===== config.mk =====
export PLATFORM = sky130hd
export DESIGN_NAME = uart_rx_flat
export DESIGN_NICKNAME = d
export VERILOG_FILES = /design/src/rtl/uart_rx_pkg.sv /design/src/rtl/uart_rx_if.sv /design/src/rtl/uart_rx_sync.sv /design/src/rtl/uart_rx.sv /design/src/flat_wrapper.sv
export SDC_FILE = /design/constraint.sdc
export NUM_CORES = 1
export LEC_CHECK = 0
export ABC_CLOCK_PERIOD_IN_PS = 2330
export BUFFER_PORTS_ARGS = -buffer_cell sky130_fd_sc_hd__buf_2
export CAP_MARGIN = 40
export CORE_ASPECT_RATIO = 2
export CORE_MARGIN = 3
export CORE_UTILIZATION = 31
export CTS_BUF_LIST = sky130_fd_sc_hd__clkbuf_4 sky130_fd_sc_hd__clkbuf_8
export DETAILED_ROUTE_END_ITERATION = 7
export GPL_ROUTABILITY_DRIVEN = 0
export PLACE_DENSITY = 0.53
export SLEW_MARGIN = 20
export SYNTH_ARGS = -nofsm -noshare
export SYNTH_HDL_FRONTEND = slang
export SYNTH_HIERARCHICAL = 1
export SYNTH_SLANG_ARGS = --single-unit

===== constraint.sdc =====
create_clock -name sys_clk -period 2.33 [get_ports sys_clk]
set_input_delay 0.1165 -clock sys_clk [delete_from_list [all_inputs] [get_ports sys_clk]]
set_output_delay 0.1165 -clock sys_clk [all_outputs]
set_load 0.02 [all_outputs]

===== src/rtl/uart_rx_pkg.sv =====
// rtl/uart_rx_pkg.sv - shared encodings and defaults for the 8N1 UART receiver
package uart_rx_pkg;

    localparam int RX_DATA_W         = 8;
    localparam int RX_OVERSAMPLE_DEF = 16;

    localparam logic [2:0] RX_IDLE  = 3'd0;
    localparam logic [2:0] RX_START = 3'd1;
    localparam logic [2:0] RX_DATA  = 3'd2;
    localparam logic [2:0] RX_STOP  = 3'd3;
    localparam logic [2:0] RX_BREAK = 3'd4;

    // BREAK is deliberately excluded: a held-low line is not an active frame.
    function automatic logic rx_state_busy(input logic [2:0] st);
        return (st == RX_START) || (st == RX_DATA) || (st == RX_STOP);
    endfunction

endpackage


===== src/rtl/uart_rx_if.sv =====
// rtl/uart_rx_if.sv - receive-side byte output bundle toward the RAM-write logic
interface uart_rx_if;
    import uart_rx_pkg::*;

    logic [RX_DATA_W-1:0] rx_data_o;
    logic                 rx_valid;
    logic                 rx_frame_err;
    logic                 rx_busy;

    modport master (
        output rx_data_o,
        output rx_valid,
        output rx_frame_err,
        output rx_busy
    );

    modport slave (
        input rx_data_o,
        input rx_valid,
        input rx_frame_err,
        input rx_busy
    );

endinterface


===== src/rtl/uart_rx_sync.sv =====
// rtl/uart_rx_sync.sv - two-flop synchronizer for an idle-high asynchronous pin
module uart_rx_sync (
    input  logic sys_clk,
    input  logic rst_n,
    input  logic rxd,
    output logic rxd_s
);

    logic meta_r;

    // Reset to 1 so a reset release never looks like a start edge.
    always_ff @(posedge sys_clk or negedge rst_n) begin
        if (!rst_n) begin
            meta_r <= 1'b1;
            rxd_s  <= 1'b1;
        end else begin
            meta_r <= rxd;
            rxd_s  <= meta_r;
        end
    end

endmodule


===== src/rtl/uart_rx.sv =====
// rtl/uart_rx.sv - 8N1 UART receiver on a 16x oversampled baud tick
module uart_rx
    import uart_rx_pkg::*;
#(
    parameter int OVERSAMPLE = RX_OVERSAMPLE_DEF
) (
    input  logic       sys_clk,
    input  logic       rst_n,
    input  logic       bps16_clk_up,
    input  logic       rxd,
    uart_rx_if.master  rx_bus
);

    localparam int             TW      = $clog2(OVERSAMPLE);
    localparam logic [TW-1:0]  HALF_M1 = TW'(OVERSAMPLE / 2 - 1);
    localparam logic [TW-1:0]  FULL_M1 = TW'(OVERSAMPLE - 1);
    localparam logic [TW-1:0]  TICK_1  = TW'(1);

    if (OVERSAMPLE < 8 || (OVERSAMPLE % 2) != 0) begin : g_bad_oversample
        $error("uart_rx: OVERSAMPLE must be even and at least 8");
    end

    logic                 rxd_s;
    logic [2:0]           state;
    logic [TW-1:0]        tick_cnt;
    logic [2:0]           bit_cnt;
    logic [RX_DATA_W-1:0] shift_r;
    logic [RX_DATA_W-1:0] data_r;
    logic                 valid_r;
    logic                 frame_err_r;

    uart_rx_sync u_sync (
        .sys_clk (sys_clk),
        .rst_n   (rst_n),
        .rxd     (rxd),
        .rxd_s   (rxd_s)
    );

    always_ff @(posedge sys_clk or negedge rst_n) begin
        if (!rst_n) begin
            state       <= RX_IDLE;
            tick_cnt    <= '0;
            bit_cnt     <= '0;
            shift_r     <= '0;
            data_r      <= '0;
            valid_r     <= 1'b0;
            frame_err_r <= 1'b0;
        end else begin
            valid_r     <= 1'b0;
            frame_err_r <= 1'b0;
            case (state)
                RX_IDLE: begin
                    if (bps16_clk_up && !rxd_s) begin
                        tick_cnt <= '0;
                        state    <= RX_START;
                    end
                end
                RX_START: begin
                    if (bps16_clk_up) begin
                        if (tick_cnt == HALF_M1) begin
                            // Re-check at mid start bit to reject glitches.
                            if (rxd_s) begin
                                state <= RX_IDLE;
                            end else begin
                                tick_cnt <= '0;
                                bit_cnt  <= '0;
                                state    <= RX_DATA;
                            end
                        end else begin
                            tick_cnt <= tick_cnt + TICK_1;
                        end
                    end
                end
                RX_DATA: begin
                    if (bps16_clk_up) begin
                        if (tick_cnt == FULL_M1) begin
                            shift_r  <= {rxd_s, shift_r[RX_DATA_W-1:1]};
                            tick_cnt <= '0;
                            bit_cnt  <= bit_cnt + 3'd1;
                            if (bit_cnt == 3'd7) begin
                                state <= RX_STOP;
                            end
                        end else begin
                            tick_cnt <= tick_cnt + TICK_1;
                        end
                    end
                end
                RX_STOP: begin
                    if (bps16_clk_up) begin
                        if (tick_cnt == FULL_M1) begin
                            tick_cnt <= '0;
                            if (rxd_s) begin
                                data_r  <= shift_r;
                                valid_r <= 1'b1;
                                state   <= RX_IDLE;
                            end else begin
                                frame_err_r <= 1'b1;
                                state       <= RX_BREAK;
                            end
                        end else begin
                            tick_cnt <= tick_cnt + TICK_1;
                        end
                    end
                end
                RX_BREAK: begin
                    if (bps16_clk_up && rxd_s) begin
                        state <= RX_IDLE;
                    end
                end
                default: state <= RX_IDLE;
            endcase
        end
    end

    assign rx_bus.rx_data_o    = data_r;
    assign rx_bus.rx_valid     = valid_r;
    assign rx_bus.rx_frame_err = frame_err_r;
    assign rx_bus.rx_busy      = rx_state_busy(state);

endmodule


===== src/flat_wrapper.sv =====
// flat-port wrapper written by rule: the top's interface ports become plain ports
module uart_rx_flat import uart_rx_pkg::*;
#(
    parameter int OVERSAMPLE = RX_OVERSAMPLE_DEF
)
  (sys_clk, rst_n, bps16_clk_up, rxd, rx_bus_rx_data_o, rx_bus_rx_valid, rx_bus_rx_frame_err, rx_bus_rx_busy);
  uart_rx_if rx_bus_i ();
  input  logic sys_clk;
  input  logic rst_n;
  input  logic bps16_clk_up;
  input  logic rxd;
  output wire logic [$bits(rx_bus_i.rx_data_o)-1:0] rx_bus_rx_data_o;
  output wire logic [$bits(rx_bus_i.rx_valid)-1:0] rx_bus_rx_valid;
  output wire logic [$bits(rx_bus_i.rx_frame_err)-1:0] rx_bus_rx_frame_err;
  output wire logic [$bits(rx_bus_i.rx_busy)-1:0] rx_bus_rx_busy;
  assign rx_bus_rx_data_o = rx_bus_i.rx_data_o;
  assign rx_bus_rx_valid = rx_bus_i.rx_valid;
  assign rx_bus_rx_frame_err = rx_bus_i.rx_frame_err;
  assign rx_bus_rx_busy = rx_bus_i.rx_busy;
  uart_rx #(.OVERSAMPLE(OVERSAMPLE)) u_core (.sys_clk(sys_clk), .rst_n(rst_n), .bps16_clk_up(bps16_clk_up), .rxd(rxd), .rx_bus(rx_bus_i));
endmodule

Yosys cells after proc, flatten, opt, wreduce, memory -nomap -nowiden
Cells that the tools add are included.
W data, S select, Z words.
{"block": "totals", "reg_bits": 30, "ramBits": 0, "word_cells": 77, "latchBits": 0, "mem_bits_ro": 0, "output_inout_bits": 11, "n_memories": 0, "inputBits": 4}
{"block": "classes", "n_reduce_logical": 14, "mux": 33, "n_addsub": 2, "n_bitwise": 0, "mul": 0, "div_mod_pow": 0, "order_cmp": 0, "n_eq_ne": 19, "n_shift": 0}
{"op": "$mux W3", "count": 15}
{"op": "$mux W4", "count": 6}
{"op": "$pmux W3 S5", "count": 1}
{"op": "$ne A2 B1 Y1 const B", "count": 7}
{"op": "$pmux W4 S3", "count": 1}
{"op": "$reduce_and A9 Y1", "count": 1}
{"op": "$mux W1", "count": 8}
{"op": "$ne A2 B2 Y1 const B", "count": 4}
{"op": "$eq A3 B2 Y1 const B", "count": 2}
{"op": "$eq A3 B3 Y1 const B", "count": 2}
{"op": "$pmux W3 S2", "count": 1}
{"op": "$reduce_and A6 Y1", "count": 1}
{"op": "$reduce_and A5 Y1", "count": 1}
{"op": "$add A4 B1 Y4 const B", "count": 1}
{"op": "$eq A4 B3 Y1 const B", "count": 1}
{"op": "$eq A4 B4 Y1 const B", "count": 1}
{"op": "$reduce_and A4 Y1", "count": 1}
{"op": "$add A3 B1 Y3 const B", "count": 1}
{"op": "$eq A3 B1 Y1 const B", "count": 1}
{"op": "$logic_not A3 Y1", "count": 1}
{"op": "$ne A3 B3 Y1 const B", "count": 1}
{"op": "$reduce_and A3 Y1", "count": 1}
{"op": "$reduce_bool A3 Y1", "count": 1}
{"op": "$logic_and A1 B1 Y1", "count": 2}
{"op": "other kinds (5)", "count": 6}

Longest topological paths before layout
Gate-level depths: netlist of run 1.
{"block": "depth", "depth_word": 5, "mapped_depth": 6, "ltp_nobuf": 5}

Modules after synthesis
The synthesis of run 1 kept the hierarchy.
{"mod": "uart_rx", "area_each_um2": 1347.5, "cells_each": 98, "instances": 1, "seq_area_each_um2": 700.7}
{"mod": "uart_rx_sync", "area_each_um2": 52.6, "cells_each": 2, "instances": 1, "seq_area_each_um2": 52.6}

Worst setup path before layout of run 1
No wires, ideal clock.
{"block": "synth_path", "path_kind": "reg-to-reg", "from": "reg u_core.tick_cnt[0]", "to": "reg u_core.shift_r[1]", "n_path_buf": 1, "setup_time_ns": 0.125, "period_less_slack_ns": 1.615, "required_time_ns": 2.205, "stages_incl_launch_ff": 7, "slack_ns": 0.715, "arrival_time_ns": 1.490, "cell_sequence": "dfrtp_1 > ha_1 > and4b_1 > nand3_4 > nor2_4 > buf_12 > mux2_4"}
{"block": "synth_between", "elab_chain_cells": 2}
{"item": "start: declaration", "line_no": "uart_rx.sv:25", "rtl": "logic [TW-1:0] tick_cnt;"}
{"item": "start signal: assignment", "line_no": "uart_rx.sv:70", "rtl": "tick_cnt <= tick_cnt + TICK_1;"}
{"item": "start signal: assignment", "line_no": "uart_rx.sv:84", "rtl": "tick_cnt <= tick_cnt + TICK_1;"}
{"item": "start signal: assignment", "line_no": "uart_rx.sv:101", "rtl": "tick_cnt <= tick_cnt + TICK_1;"}
{"item": "$eq A4 B4 Y1", "line_no": "uart_rx.sv:76", "rtl": "if (tick_cnt == FULL_M1) begin"}
{"item": "$reduce_and A3 Y1 (no source line)"}
{"item": "end signal: assignment", "line_no": "uart_rx.sv:77", "rtl": "shift_r <= {rxd_s, shift_r[RX_DATA_W-1:1]};"}
{"item": "end: declaration", "line_no": "uart_rx.sv:27", "rtl": "logic [RX_DATA_W-1:0] shift_r;"}
Every way passes these cells.
A chain may end at the register's enable or synchronous reset.

Final worst setup path of run 1
{"block": "layout_path", "from": "reg u_core.tick_cnt[0]", "to": "reg u_core.shift_r[0]"}
The elaborated chain is that of the path after synthesis.

==> results of run 1 <==
area by class of cell:
cell class / count / area (sq um) / area share [%]
well taps: 54 / 67.6 / 4.24
multi-input cells: 62 / 578 / 36.2
inverters: 3 / 11.3 / 0.706
clock buffers: 6 / 82.6 / 5.18
repair buffers: 16 / 90.1 / 5.65
flip-flops and latches: 30 / 753 / 47.2
clock inverters: 2 / 12.5 / 0.784
worst max-delay path by stage:
stage,startpoint,end,depth (start not counted)
final,u_core/tick_cnt[0]$_DFFE_PN0P_,u_core/shift_r[0]$_DFFE_PN0P_,5
after global routing,u_core/tick_cnt[0]$_DFFE_PN0P_,u_core/shift_r[0]$_DFFE_PN0P_,5
after floorplan,u_core/tick_cnt[0]$_DFFE_PN0P_,u_core/shift_r[1]$_DFFE_PN0P_,6
after global placement,u_core/tick_cnt[0]$_DFFE_PN0P_,u_core/shift_r[0]$_DFFE_PN0P_,5
after detailed placement,u_core/tick_cnt[0]$_DFFE_PN0P_,u_core/shift_r[0]$_DFFE_PN0P_,5
after CTS,u_core/tick_cnt[0]$_DFFE_PN0P_,u_core/shift_r[0]$_DFFE_PN0P_,5
kinds of logic (layout without fill, tap and decap cells):
family | after synthesis | after routing | synth area share [%]
simple gates | 23 | 23 | 11.1
fa+ha+maj | 3 | 3 | 2.68
mux | 19 | 19 | 17.1
flops | 30 | 30 | 53.8
buf+inv | 8 | 27 | 4.91
xor+xnor | 1 | 1 | 0.626
compound gates | 16 | 16 | 9.83
state kept, by name (all words and copies together), names as in the netlist:
register	cells
u_core/rx_bus.rx_data_o	8
u_core/shift_r	8
u_core/tick_cnt	4
u_core/bit_cnt	3
u_core/state	3
u_core/rx_bus.rx_frame_err	1
u_core/rx_bus.rx_valid	1
u_core/u_sync/meta_r	1
u_core/u_sync/rxd_s	1
cell usage after synthesis, types with 2 or more instances:
library cell and n:
dfrtp_1 28, mux2_2 9, mux2_4 7, nand2_1 6, nor2_1 5, a22o_1 3, ha_1 3, inv_1 3
o21ai_0 3, and3_1 2, buf_4 2, buf_6 2, dfstp_2 2, mux2_1 2
metal layers:
| metal | share of wire [%] | global-route usage, % |
|---|---|---|
| met5 | 0 | 0 |
| met1 | 38 | 11.3 |
| met4 | 3.0 | 7.48 |
| met2 | 55 | 17.5 |
| met3 | 3.5 | 3.56 |
where the power goes:
| part | internal [W] | leakage (nW) | switching [W] |
|---|---|---|---|
| registers | 0.000580 | 0.397 | 0.000111 |
| logic | 0.000132 | 0.343 | 0.000140 |
| clock network | 0.000237 | 0.0472 | 0.000196 |
| total | 0.000949 | 0.788 | 0.000446 |
what timing repair did:
action,in CTS,in global routing
hold buffers,2,0
endpoints found under the hold margin,29,0
resized for setup,0,0
tightest hold or removal path: stages:
cell	delay [ns]
buf_2	0.13
a21oi_1	0.12
a211oi_1	0.08
stage by stage:
step           worst slack (ns)  power, W
4_1_cts                   0.451   0.00142
2_1_floorplan             0.715  0.000937
6_report                  0.463   0.00140
3_3_place_gp              0.530  0.000953
3_5_place_dp              0.448  0.000973
5_1_grt                   0.371   0.00149
==> results.json, run 1 <==
{
  "critPathMaxStageDelay_ns": 0.39,
  "powerDensity_mw_per_mm2": 875,
  "layout_common_cells": "28 x dfrtp_1, 14 x buf_2, 9 x mux2_2, 7 x mux2_4",
  "critPathKind": "register to register",
  "num_antenna_cells": 0,
  "maxSlewHeadroom_pct": 54.0,
  "stdcell_area_sq_mm": 0.00160,
  "final_cell_count_no_fill": 173,
  "cp_top_family": "simple AND/OR/NAND/NOR gates",
  "cp_max_fo": 11,
  "ys_async_sr_fraction_pct": 100,
  "rsz0062_at_grt": "false",
  "start_util_pct": 32.3,
  "cp-start-kind": "register",
  "slowest_stage": "dfrtp_1",
  "post-cts-setup-buffer-count": 0,
  "dp_hpwl_mm": 1.72,
  "cts_sinks": 30,
  "drive_above_1_share_pct": 39.5,
  "drcViolationCount": 0,
  "drt_iter0_drc": 10,
  "vdd_drop_max_mv": 0.783,
  "fp.coreArea_sq_mm": 0.00434,
  "cts_made_buffers": 5,
  "vias_per_cell": 4.76,
  "syn-cell-area_sq_mm": 0.00140,
  "postPlaceCellArea_sq_mm": 0.00148,
  "rows": 34,
  "first_pass_iters": 3,
  "timing.hold.ws_ns": 0.213,
  "clk_pin_slew_ns": 0.07,
  "synth-edff-count": 0,
  "worst_slew_pin_slew_ns": 0.690,
  "ys_seq_area_share_pct": 53.8,
  "ff2ff_setup_slack_ns": 0.46,
  "antenna_found_initial": 0,
  "ys_ff_latch": 30,
  "dieArea_sq_mm": 0.00541,
  "synthesis.instances": 100,
  "synth_nets": 107,
  "min_from": "bps16_clk_up",
  "via_count": 824,
  "io_buffers": 14,
  "crit_buf_inv": 0,
  "layout_commonest_cell": "dfrtp_1",
  "die_h_microns": 101,
  "num_io_pins": 15,
  "synth_top_area_share_pct": 50.0,
  "grt_max_degree": 31,
  "outcome": "complete, no violations",
  "clk_latency_ns": 0.28,
  "wl_per_cell_microns": 13.7,
  "tritoncts": "built",
  "area_growth_pct": 13.9,
  "drv_cap": 0,
  "timing.final.crit_share_pct": 80.1,
  "wirelength_mm": 2.37,
  "synth_area_leaders": "dfrtp_1 50%, mux2_4 7.5%, mux2_2 7.2%, dfstp_2 3.8%, ha_1 2.7%",
  "p_leak_nw": 0.788,
  "fillers": 439,
  "cts_buffer_depth": 2,
  "grt.overflow.total": 0,
  "r2r-end": "u_core/shift_r[0]$_DFFE_PN0P_",
  "setup_tns_ns": 0,
  "hold_path_depth": 3,
  "yosys.area.top_type": "dfrtp_1",
  "critPathArrivalTime_ns": 2.03,
  "end_kind": "register",
  "ys_types": 37,
  "cp_cell_sequence": "ha_1, and4b_1, nand3_4, nor2_4, mux2_2",
  "clock_skew_ns": 0.00334,
  "hold_class": "input port to register",
  "drv_slew": 0,
  "drtAntennaViolNets": 0,
  "required_ns": 2.50,
  "grt_pass1_vias": 904,
  "setup_viol": 0,
  "avgSynthCellArea_sq_um": 14.0,
  "synth-main-ff-cell": "dfrtp_1",
  "fin_util_pct": 36.8,
  "grt_pass1_wl_mm": 4.16,
  "reg2reg_from": "u_core/tick_cnt[0]$_DFFE_PN0P_",
  "cts_root_buf": "clkbuf_8",
  "r2r_cells": 5,
  "yosysWarnings": 6,
  "layout.nets": 125,
  "fmax_mhz": 536,
  "period_minus_slack_ns": 1.87,
  "cts_max_level": 2,
  "grt_use_total_pct": 10.8,
  "die_w_microns": 53.5,
  "hold_violations": 0,
  "place_inst": 163,
  "min_delay_worst_endpoint": "u_core/state[0]$_DFFE_PN0P_"
}
No activity file was read; power rests on OpenSTA's default activity.
==> run 2, diff against run 1 <==
Settings changed: ABC_CLOCK_PERIOD_IN_PS 2330 to 1700, PLACE_DENSITY 0.53 to 0.54.
Clock period 2.33 ns to 1.7 ns, I/O delays scaled along.
==> run 2 against run 1 <==
  * Maximum frequency up 11%
  * Clock power is 38% higher
  * Sequential power up 35%
  * First-iteration DRC count shrank 40%
  * Clock-buffer cell count did not move
  * Clock skew grew 0.0012 ns
  * Sequential share of layout area shrank 1.7 points
  * Highest routed layer unchanged
  * Critical path depth up 1
  * Power rose by 40%
  * Sequential cell count unchanged
  * Largest cell class unchanged
  * Final cell count grew 3.5%
==> results.json, run 2 (synthesis gave the netlist of run 1 again) <==
{
  "outcome": "complete, no violations",
  "vdd_drop_max_mv": 0.748,
  "fp.coreArea_sq_mm": 0.00434,
  "clk_pin_slew_ns": 0.06,
  "critPathMaxStageDelay_ns": 0.38,
  "grt_max_degree": 31,
  "powerDensity_mw_per_mm2": 1180,
  "grt_pass1_vias": 871,
  "wirelength_mm": 2.43,
  "period_minus_slack_ns": 1.68,
  "fin_util_pct": 38.2,
  "layout_common_cells": "28 x dfrtp_1, 14 x buf_2, 9 x mux2_2, 7 x mux2_4",
  "cp_max_fo": 10,
  "cts_root_buf": "clkbuf_8",
  "cts_buffer_depth": 2,
  "tritoncts": "built",
  "slowest_stage": "dfrtp_1",
  "rsz0062_at_grt": "true",
  "clock_skew_ns": 0.00450,
  "drt_iter0_drc": 6,
  "layout.nets": 131,
  "grt.overflow.total": 0,
  "via_count": 859,
  "vias_per_cell": 4.80,
  "hold_violations": 0,
  "drtAntennaViolNets": 0,
  "setup_tns_ns": 0,
  "cts_sinks": 30,
  "cts_made_buffers": 5,
  "io_buffers": 14,
  "num_io_pins": 15,
  "die_w_microns": 53.5,
  "dieArea_sq_mm": 0.00541,
  "fmax_mhz": 594,
  "end_kind": "register",
  "setup_viol": 0,
  "cp_cell_sequence": "ha_2, and4b_2, nand3_4, nor2_4, buf_12, mux2_4",
  "drcViolationCount": 0,
  "layout_commonest_cell": "dfrtp_1",
  "dp_slack_ns": 0.00368,
  "dp_hpwl_mm": 1.80,
  "required_ns": 1.86,
  "drv_slew": 0,
  "start_util_pct": 32.3,
  "grt_use_total_pct": 10.9,
  "clk_latency_ns": 0.28,
  "timing.hold.ws_ns": 0.178,
  "drive_above_1_share_pct": 44.0,
  "worst_slew_pin_slew_ns": 0.660,
  "cp-start-kind": "register",
  "first_pass_iters": 4,
  "critPathArrivalTime_ns": 1.85,
  "p_leak_nw": 0.820,
  "cp_top_family": "simple AND/OR/NAND/NOR gates",
  "hold_class": "input port to register",
  "p_total_w": 0.00196,
  "maxSlewHeadroom_pct": 56.0,
  "die_h_microns": 101,
  "wl_per_cell_microns": 13.6,
  "antenna_found_initial": 0,
  "grt_pass1_wl_mm": 4.20,
  "rows": 34,
  "critPathKind": "register to register",
  "area_growth_pct": 18.3,
  "cts_max_level": 2,
  "crit_buf_inv": 1,
  "timing.final.crit_share_pct": 99.1,
  "num_antenna_cells": 0,
  "fin_ws_ns": 0.0158,
  "drv_cap": 0
}
## run 2: changes by cell type in the layout (fill, tap and decap cells not counted)
cell	change
buf_4	+5
and4b_1	-1
and4b_2	+1
buf_12	+1
ha_1	-1
ha_2	+1
## run 2: what timing repair did
| item | in CTS | in global routing |
|---|---|---|
| setup buffers | 0 | 1 |
| resized for setup | 1 | 1 |
| pin swaps | 1 | 0 |
| cloned | 0 | 0 |
| hold buffers | 2 | 0 |
| endpoints found under the setup margin | 3 | 15 |
| endpoints found under the hold margin | 29 | 0 |
## run 2: routing by layer
metal  wire length (microns)  GRT usage [%]  part of all wire, %  up-vias
li1                        -              -                    -      404
met1                     884           11.5                   36      428
met2                    1390           18.8                   57       21
met3                      79           2.22                  3.3        6
met4                      74           6.50                  3.1        0
met5                       0              0                    0        -
## run 2: report_power, final
part / internal [W] / switching [W]
Clock: 0.000325 / 0.000270
Combinational: 0.000216 / 0.000212
Sequential: 0.000795 / 0.000138
## run 2: cell type report
cell class,instances,area (sq um)
timing repair buffer,22,148
inverter,3,11.3
clock buffer,6,82.6
tap,54,67.6
multi-input combinational,62,582
clock inverter,2,12.5
sequential,30,753
fill,452,2680
## run 2: worst reg2reg max path, stage by stage (launching register included)
cell	delay [ns]
dfrtp_1	0.38
ha_2	0.19
and4b_2	0.26
nand3_4	0.13
nor2_4	0.16
buf_12	0.15
mux2_4	0.30
## run 2: metrics by stage
stage / area [sq um] / instances
after floorplan: 1400 / 100
after global placement: 1530 / 168
after detailed placement: 1530 / 168
after CTS: 1650 / 178
after global routing: 1660 / 179
final: 1660 / 179
## run 2: worst paths after layout
check	startpoint	to	slack, ns	cells after the start
min reg2reg	u_core/u_sync/meta_r$_DFF_PN1_	u_core/u_sync/rxd_s$_DFF_PN1_	0.36	0
min	bps16_clk_up	u_core/state[0]$_DFFE_PN0P_	0.18	3
min in group asynchronous	rst_n	u_core/state[2]$_DFFE_PN0P_	0.37	2
max in group asynchronous	rst_n	u_core/rx_bus.rx_data_o[5]$_DFFE_PN0P_	0.90	2
max reg2reg	u_core/tick_cnt[0]$_DFFE_PN0P_	u_core/shift_r[7]$_DFFE_PN0P_	0.02	6
max	u_core/tick_cnt[0]$_DFFE_PN0P_	u_core/shift_r[7]$_DFFE_PN0P_	0.02	6
==> run 3, diff against run 2 <==
==> constraint.sdc (replaced) <==
create_clock -name sys_clk -period 1.7 [get_ports sys_clk]
set_input_delay 0.34 -clock sys_clk [delete_from_list [all_inputs] [get_ports sys_clk]]
set_output_delay 0.34 -clock sys_clk [all_outputs]
set_load 0.02 [all_outputs]
==> run 3 against run 2 <==
  * Via count down 0.70%
  * Routed wire length up 1.2%
  * Clock skew rose by 0.0054 ns
  * Critical path type unchanged
  * Highest routed layer unchanged
==> results.json, run 3 (synthesis gave the netlist of run 1 again) <==
{
  "antenna_found_initial": 0,
  "cp_max_fo": 10,
  "dp_hpwl_mm": 1.86,
  "worst_slew_pin_slew_ns": 0.643,
  "setup_viol": 0,
  "timing.final.crit_share_pct": 97.5,
  "switching_share_pct": 29.1,
  "wirelength_mm": 2.46,
  "io_buffers": 14,
  "hold_class": "input port to asynchronous set/reset pin",
  "p_leak_nw": 0.826,
  "layout_common_cells": "26 x dfrtp_1, 14 x buf_2, 9 x mux2_2, 7 x mux2_4",
  "power_frac_comb_pct": 20.0,
  "wl_per_cell_microns": 13.9,
  "rows": 34,
  "first_pass_iters": 4,
  "holdBufCountCts": 0,
  "critPathKind": "register to register",
  "drtAntennaViolNets": 0,
  "fin_ws_ns": 0.0428,
  "cts_buffer_depth": 2,
  "p_int_w": 0.00150,
  "powerDensity_mw_per_mm2": 1270,
  "drt_iter0_drc": 8,
  "post_cts_resize_count": 0,
  "fmax_mhz": 603,
  "drv_slew": 0,
  "crit_buf_inv": 1,
  "layout.nets": 129,
  "grt_max_degree": 31,
  "drv_cap": 0,
  "period_minus_slack_ns": 1.66,
  "tritoncts": "built",
  "critPathMaxStageDelay_ns": 0.38,
  "layout_commonest_cell": "dfrtp_1",
  "grt.overflow.total": 0,
  "cp_top_family": "simple AND/OR/NAND/NOR gates",
  "required_ns": 1.86,
  "grt_pass1_vias": 922,
  "hold_violations": 0,
  "post-cts-setup-buffer-count": 0,
  "vias_per_cell": 4.82,
  "ff2ff_setup_slack_ns": 0.04,
  "rsz0062_at_grt": "true",
  "dieArea_sq_mm": 0.00541,
  "maxSlewHeadroom_pct": 57.1,
  "seqPwrFrac_pct": 44.5,
  "setup_tns_ns": 0,
  "die_h_microns": 101,
  "start_util_pct": 32.3,
  "cts_root_buf": "clkbuf_8",
  "dp_slack_ns": 0.0257,
  "end_kind": "register",
  "fp.coreArea_sq_mm": 0.00434,
  "num_io_pins": 15,
  "clk_latency_ns": 0.28,
  "slowest_stage": "dfrtp_1",
  "switching_power_w": 0.000615,
  "cts_max_level": 2,
  "clk_pin_slew_ns": 0.07,
  "pwr-share-clk_pct": 35.6,
  "r2r_cells": 6,
  "cp-start-kind": "register",
  "grt_use_total_pct": 11.3,
  "reg2reg_from": "u_core/tick_cnt[0]$_DFFE_PN0P_",
  "critPathArrivalTime_ns": 1.82,
  "r2r-end": "u_core/shift_r[5]$_DFFE_PN0P_",
  "drive_above_1_share_pct": 45.5,
  "area_growth_pct": 18.7,
  "cts_sinks": 30,
  "cp_cell_sequence": "ha_1, and4b_2, nand3_4, nor2_4, buf_12, mux2_4",
  "vdd_drop_max_mv": 0.966,
  "grt_pass1_wl_mm": 4.39,
  "die_w_microns": 53.5,
  "num_antenna_cells": 0,
  "cts_made_buffers": 5,
  "via_count": 853,
  "clock_skew_ns": 0.00985,
  "drcViolationCount": 0,
  "outcome": "complete, no violations"
}
-- run 3: cell type report --
cell class | count | area (sq um)
clock buffers | 7 | 90.1
clock inverters | 1 | 30.0
fillers | 450 | 2680
inverters | 3 | 11.3
multi-input cells | 62 | 579
flip-flops and latches | 30 | 756
well taps | 54 | 67.6
repair buffers | 20 | 128
-- run 3: metal layers --
metal / vias up / part of all wire, % / GRT usage (%) / wire (microns)
li1: 400 / - / - / -
met1: 431 / 35 / 11.8 / 853
met5: - / 0 / 0 / 0
met4: 0 / 2.7 / 7.09 / 66
met2: 17 / 59 / 19.7 / 1460
met3: 5 / 3.1 / 2.22 / 76
-- run 3: worst register-to-register path, delay by kind of cell, from the launching register on --
family	cells	cell delay, ns
adder cells (fa/ha/maj)	1	0.17
buffers and inverters	1	0.15
flip-flops	1	0.38
multiplexers	1	0.30
AND/OR/NAND/NOR	3	0.55
-- run 3: how the worst max path moves through the flow --
stage,start,endpoint,slack [ns],depth (start not counted)
2_1_floorplan,u_core/tick_cnt[0]$_DFFE_PN0P_,u_core/shift_r[1]$_DFFE_PN0P_,0.08,6
3_3_place_gp,u_core/tick_cnt[0]$_DFFE_PN0P_,u_core/shift_r[3]$_DFFE_PN0P_,0.07,6
3_5_place_dp,u_core/tick_cnt[0]$_DFFE_PN0P_,u_core/shift_r[5]$_DFFE_PN0P_,0.03,6
4_1_cts,u_core/tick_cnt[0]$_DFFE_PN0P_,u_core/shift_r[5]$_DFFE_PN0P_,0.02,6
5_1_grt,u_core/tick_cnt[0]$_DFFE_PN0P_,u_core/shift_r[7]$_DFFE_PN0P_,-0.03,6
6_report,u_core/tick_cnt[0]$_DFFE_PN0P_,u_core/shift_r[5]$_DFFE_PN0P_,0.04,6
-- run 3: power groups by stage --
stage | Combinational, W | Clock [W] | Sequential [W]
after floorplan | 0.000431 | 0 | 0.000853
after global placement | 0.000412 | 0 | 0.000938
after detailed placement | 0.000427 | 0 | 0.000948
after CTS | 0.000429 | 0.000781 | 0.000934
after global routing | 0.000485 | 0.000805 | 0.000958
final | 0.000422 | 0.000752 | 0.000941
-- run 3: through the flow --
step	std cells	cell area, sq um	util, %	hold slack (ns)	total power, W
final	177	1660	38.3	0.0845	0.00211
after global routing	177	1660	38.3	0.139	0.00225
after CTS	177	1660	38.2	0.111	0.00214
after detailed placement	169	1540	35.4	0.347	0.00137
after global placement	169	1540	35.4	0.346	0.00135
after floorplan	100	1400	-	0.0444	0.00128
